File: config.mk
export PLATFORM = sky130hd
export DESIGN_NAME = register_file
export DESIGN_NICKNAME = d
export VERILOG_FILES = /design/src/rtl/regfile_pkg.sv /design/src/rtl/regfile_read_port.sv /design/src/rtl/register_file.sv
export SDC_FILE = /design/constraint.sdc
export NUM_CORES = 2
export LEC_CHECK = 0
export ABC_AREA = 1
export ABC_CLOCK_PERIOD_IN_PS = 1900
export CAP_MARGIN = 10
export CORE_MARGIN = 2
export CORE_UTILIZATION = 45
export DETAILED_ROUTE_END_ITERATION = 16
export PLACE_DENSITY = 0.64
export SYNTH_ARGS = -nofsm -noshare
export SYNTH_HDL_FRONTEND = slang
export SYNTH_SLANG_ARGS = --single-unit
File: constraint.sdc
create_clock -name clk -period 1.9 [get_ports clk]
set_input_delay 0.285 -clock clk [delete_from_list [all_inputs] [get_ports clk]]
set_output_delay 0.285 -clock clk [all_outputs]
set_load 0.03 [all_outputs]
File: src/rtl/regfile_pkg.sv
// rtl/regfile_pkg.sv - shared constants and types for the MIPS register file
// Optional build macro used by this slice: REGFILE_WRITE_BYPASS_EN
package regfile_pkg;

    localparam int DEFAULT_DATA_WIDTH = 32;
    localparam int DEFAULT_ADDR_WIDTH = 5;
    localparam int NUM_REGS           = 2 ** DEFAULT_ADDR_WIDTH;
    localparam int unsigned ZERO_REG  = 0;

    typedef logic [DEFAULT_ADDR_WIDTH-1:0] reg_addr_t;
    typedef logic [DEFAULT_DATA_WIDTH-1:0] reg_data_t;

endpackage

File: src/rtl/regfile_read_port.sv
// rtl/regfile_read_port.sv - combinational read mux with zero-register masking
// Ports: readReg (index), regs (storage array), writeActive/writeReg/writeData
// (current-cycle write, used only for forwarding), readData (result).
// Macro: REGFILE_WRITE_BYPASS_EN enables write-first forwarding.
module regfile_read_port
    import regfile_pkg::*;
#(
    parameter int DATA_WIDTH = DEFAULT_DATA_WIDTH,
    parameter int ADDR_WIDTH = DEFAULT_ADDR_WIDTH
) (
    input  logic [ADDR_WIDTH-1:0] readReg,
    input  logic [DATA_WIDTH-1:0] regs [2**ADDR_WIDTH],
    input  logic                  writeActive,
    input  logic [ADDR_WIDTH-1:0] writeReg,
    input  logic [DATA_WIDTH-1:0] writeData,
    output logic [DATA_WIDTH-1:0] readData
);

`ifndef REGFILE_WRITE_BYPASS_EN
    // Write-port signals only matter when forwarding is built in.
    logic unusedWriteSignals;
    assign unusedWriteSignals = ^{writeActive, writeReg, writeData};
`endif

    always_comb begin
        readData = regs[readReg];
`ifdef REGFILE_WRITE_BYPASS_EN
        // writeActive already excludes reset and index 0.
        if (writeActive && (writeReg == readReg)) begin
            readData = writeData;
        end
`endif
        // Index 0 is masked here rather than relying on stored contents.
        if (readReg == ADDR_WIDTH'(ZERO_REG)) begin
            readData = '0;
        end
    end

endmodule

File: src/rtl/register_file.sv
// rtl/register_file.sv - 32x32 MIPS register file, two async reads, one sync write
// Ports: clk, reset (sync, active-high), RegWrite, WriteReg, WriteData (write port);
// ReadReg1/ReadData1 and ReadReg2/ReadData2 (combinational read ports).
// Macro: REGFILE_WRITE_BYPASS_EN enables same-cycle write forwarding to reads.
module register_file
    import regfile_pkg::*;
#(
    parameter int DATA_WIDTH = DEFAULT_DATA_WIDTH,
    parameter int ADDR_WIDTH = DEFAULT_ADDR_WIDTH
) (
    input  logic                  clk,
    input  logic                  reset,
    input  logic                  RegWrite,
    input  logic [ADDR_WIDTH-1:0] ReadReg1,
    input  logic [ADDR_WIDTH-1:0] ReadReg2,
    input  logic [ADDR_WIDTH-1:0] WriteReg,
    input  logic [DATA_WIDTH-1:0] WriteData,
    output logic [DATA_WIDTH-1:0] ReadData1,
    output logic [DATA_WIDTH-1:0] ReadData2
);

    localparam int NUM_ENTRIES = 2 ** ADDR_WIDTH;

    logic [DATA_WIDTH-1:0] regs [NUM_ENTRIES];
    logic                  writeActive;

    // Reset wins over a simultaneous write; index 0 is never written.
    assign writeActive = RegWrite && !reset && (WriteReg != ADDR_WIDTH'(ZERO_REG));

    always_ff @(posedge clk) begin
        if (reset) begin
            for (int i = 0; i < NUM_ENTRIES; i++) begin
                regs[i] <= '0;
            end
        end else if (writeActive) begin
            regs[WriteReg] <= WriteData;
        end
    end

    regfile_read_port #(
        .DATA_WIDTH (DATA_WIDTH),
        .ADDR_WIDTH (ADDR_WIDTH)
    ) readPort1 (
        .readReg     (ReadReg1),
        .regs        (regs),
        .writeActive (writeActive),
        .writeReg    (WriteReg),
        .writeData   (WriteData),
        .readData    (ReadData1)
    );

    regfile_read_port #(
        .DATA_WIDTH (DATA_WIDTH),
        .ADDR_WIDTH (ADDR_WIDTH)
    ) readPort2 (
        .readReg     (ReadReg2),
        .regs        (regs),
        .writeActive (writeActive),
        .writeReg    (WriteReg),
        .writeData   (WriteData),
        .readData    (ReadData2)
    );

endmodule

==> run metrics <==
Tot Pwr between 50 and 60 mW; Via Count 68980; crit path from regs[712]; Critical Path Stages 9; clk slew on worst S/H paths approximately 60 ps; # IOs roughly 110; starting density of the core 0.4538; row cnt 129; Post-Syn Area roughly 56000 um2; Die Width 357.3 um; status finished with violations; first-pass GRT wire length between 400000 and 500000 um; final WL ~280000 um; remaining antenna violation count 0; clock period minus worst slack ~2500 ps; CP required between 1500 and 2000 ps; initial antenna violation count 4; Worst Max-Slew Pin Slew 1142 ps; max_cap viols 0; hold slack around 330 ps; post-synthesis net count 9444; gate count of the mapped netlist 9394; PnR worst setup slack -594.5 ps; die area between 100000 and 150000 um2; RSZ-0062 raised after global routing true; Root Buffer clkbuf_16; Final setup viols 64; crit-path most repeated cell nor2_2; Final Cycle Share 1.313; 1st-iter DRT viols around 11000; proportion of synthesized chip area in sequential cells 0.3649; count of input and output buffers about 110; worst-skew pair later-pin latency about 760 ps; largest net degree at the start of global routing between 150 and 200; CP Launch Type flop; failing checks setup timing; reg2reg path depth 4; final estimated routing congestion in global placement 0.9640; Yosys reg bits ~1000; Critical Path End ReadData1[8]; core area roughly 120000 um2; r2r endpoint regs[505]; Hold Fails Final Rpt 0; max-slew violation count 0; Largest Register regs; CP Capture Type primary output; total congestion overflow 0; # H-tree levels 3; reg2reg start regs[505]; Largest register FFs about 1000; WS Path Type flop to primary output; DRC 0; multi-input logic area around 35000 um2; dpl cell area around 65000 um2; TritonRoute pass-1 iters 6; Hold Crit Class input pin to flop; crit path max fanout 2; Leakage between 20 and 30 nW; VDD IR-drop max about 840 uV; fmax around 400 MHz; chip height 357.3 um; total of warnings raised by yosys 0; Longest Clk Path Bufs 3; slew margin rel. 0.2387; CTS sink count ~1000; reg2reg setup slack ~1100 ps; vias in the first global route 62440; CTS tree done; Tot GR Track Use 0.4156; Worst Path Arrival approximately 2200 ps; count of cell types in the netlist 19; Fin Clk Skew 0 ps; Total Nets Final 9514; power density over the cells roughly 740 nW/um2; TritonCTS buffer count between 100 and 150; Mapped Avg Cell Area around 6 um2; drt wl/cell between 20 and 25 um; Reg area about 22000 um2; Area growth, synth to finish 32.00%; Critical Path Slowest Stage Cell dfxtp_2; Fillers 11520; delay-heaviest family, CP simple AND/OR/NAND/NOR gates; crit-path cells inv_1 > a21oi_1 > o21ai_1 > nand2_1 > nor2_1 > nor2_2 > nor2_2 > nor2_4 > buf_12; DPL Wire Length between 150000 and 200000 um; share of layout cells above drive strength 1 0.2836; post-route cell area about 74000 um2; slowest stage delay, CP roughly 330 ps; number of vias per cell 6.157; CP bufs+invs 2; Largest regs regs: 1024 flops
power breakdown:
group          total, mW  leakage (nW)  switching (mW)  internal, mW
Combinational       9.39          17.2            6.13          3.26
Clock               23.6          1.93            9.91          13.7
Sequential          21.7          8.65           0.101          21.6
routing by layer:
layer | vias to the layer above | part of all wire | global-route usage | wire length (um)
met3 | 1189 | 0.14 | 0.1074 | 38030
li1 | 30730 | - | - | -
met4 | 2 | 0.074 | 0.2753 | 20760
met5 | - | 0.000047 | 0 | 13
met2 | 5063 | 0.42 | 0.6145 | 117500
met1 | 31990 | 0.37 | 0.5332 | 103200
area by class of cell:
class,instances,share of cell area
Multi-Input combinational cell,7324,0.4763
Sequential cell,1024,0.2900
Timing Repair Buffer,834,0.1442
Clock buffer,171,0.04598
Tap cell,1637,0.02762
Inverter,165,0.009264
Clock inverter,41,0.006513
Antenna cell,7,0.0002362
stage by stage:
stage               utilization  setup WS (ps)  cells  TNS, ps
floorplan                     -         0.7828   9394        0
global placement         0.5280         -486.6  10920  -388270
detailed placement       0.5280         -497.8  10920  -393550
CTS                      0.5733         -509.8  11150   -26320
global route             0.5988         -633.9  11200   -29430
finish                   0.5990         -594.5  11200   -26470
worst min path at each step:
| stage | from | slack (ps) | depth (start not counted) | endpoint |
|---|---|---|---|---|
| 5_1_grt | WriteData[19] | 350 | 4 | regs[179] |
| 2_1_floorplan | regs[1000] | 420 | 2 | regs[1000] |
| 3_5_place_dp | regs[1012] | 430 | 2 | regs[1012] |
| 6_report | WriteData[13] | 330 | 4 | regs[173] |
| 3_3_place_gp | regs[1000] | 430 | 2 | regs[1000] |
| 4_1_cts | WriteData[13] | 300 | 4 | regs[173] |
synth_stat cells:
cell / count / area share
a21oi_1: 672 / 0.060
clkinv_1: 4 / 0.00027
nor2_2: 2 / 0.00022
buf_2: 136 / 0.012
nand2_2: 2 / 0.00022
nor3_2: 1 / 0.00018
inv_1: 151 / 0.010
nor3_1: 2 / 0.00018
inv_2: 10 / 0.00067
clkbuf_1: 583 / 0.039
o211ai_1: 12 / 0.0016
nand3_1: 1755 / 0.16
nor2_4: 1 / 0.00020
nand2_1: 2961 / 0.20
o21ai_0: 696 / 0.062
dfxtp_1: 1024 / 0.36
nor2_1: 1220 / 0.082
buf_1: 133 / 0.0089
buf_4: 29 / 0.0039
cell families (layout without fill, tap and decap cells):
logic type | count (synthesis) | after routing | share of synthesized area
AO/OA/AOI/OAI | 1380 | 1380 | 0.1235
AND/OR/NAND/NOR | 5944 | 5944 | 0.4367
flip-flops | 1024 | 1024 | 0.3649
buffers and inverters | 1046 | 1211 | 0.07486
other | 0 | 7 | 0
timing repair:
action                                 CTS  global route
setup endpoints to repair               64            64
hold buffers                             1             0
setup buffers                           16            43
resized for setup                      776          1003
pin swaps                              263           444
endpoints found under the hold margin    1             0
gates cloned                             0             3
worst register-to-register path, delay by kind of cell, from the launching register on:
family | cells | cell delay (ps)
flip-flops | 1 | 330
buffers and inverters | 2 | 230
AO/OA/AOI/OAI | 1 | 70
AND/OR/NAND/NOR | 1 | 60
cells in the final DEF, fill, tap and decap left out, types with 103 or more instances in the layout:
master	synthesis	layout
dfxtp_1	1024	264
inv_1	151	122
buf_12	0	322
buf_4	29	428
nor2_4	1	103
nand3_2	0	307
nand2_2	2	356
clkbuf_16	0	119
o21ai_0	696	618
dfxtp_2	0	740
nand3_1	1755	1442
nor2_1	1220	1046
a21oi_1	672	627
nand2_1	2961	2586
Power figures use the tool's default switching activity.
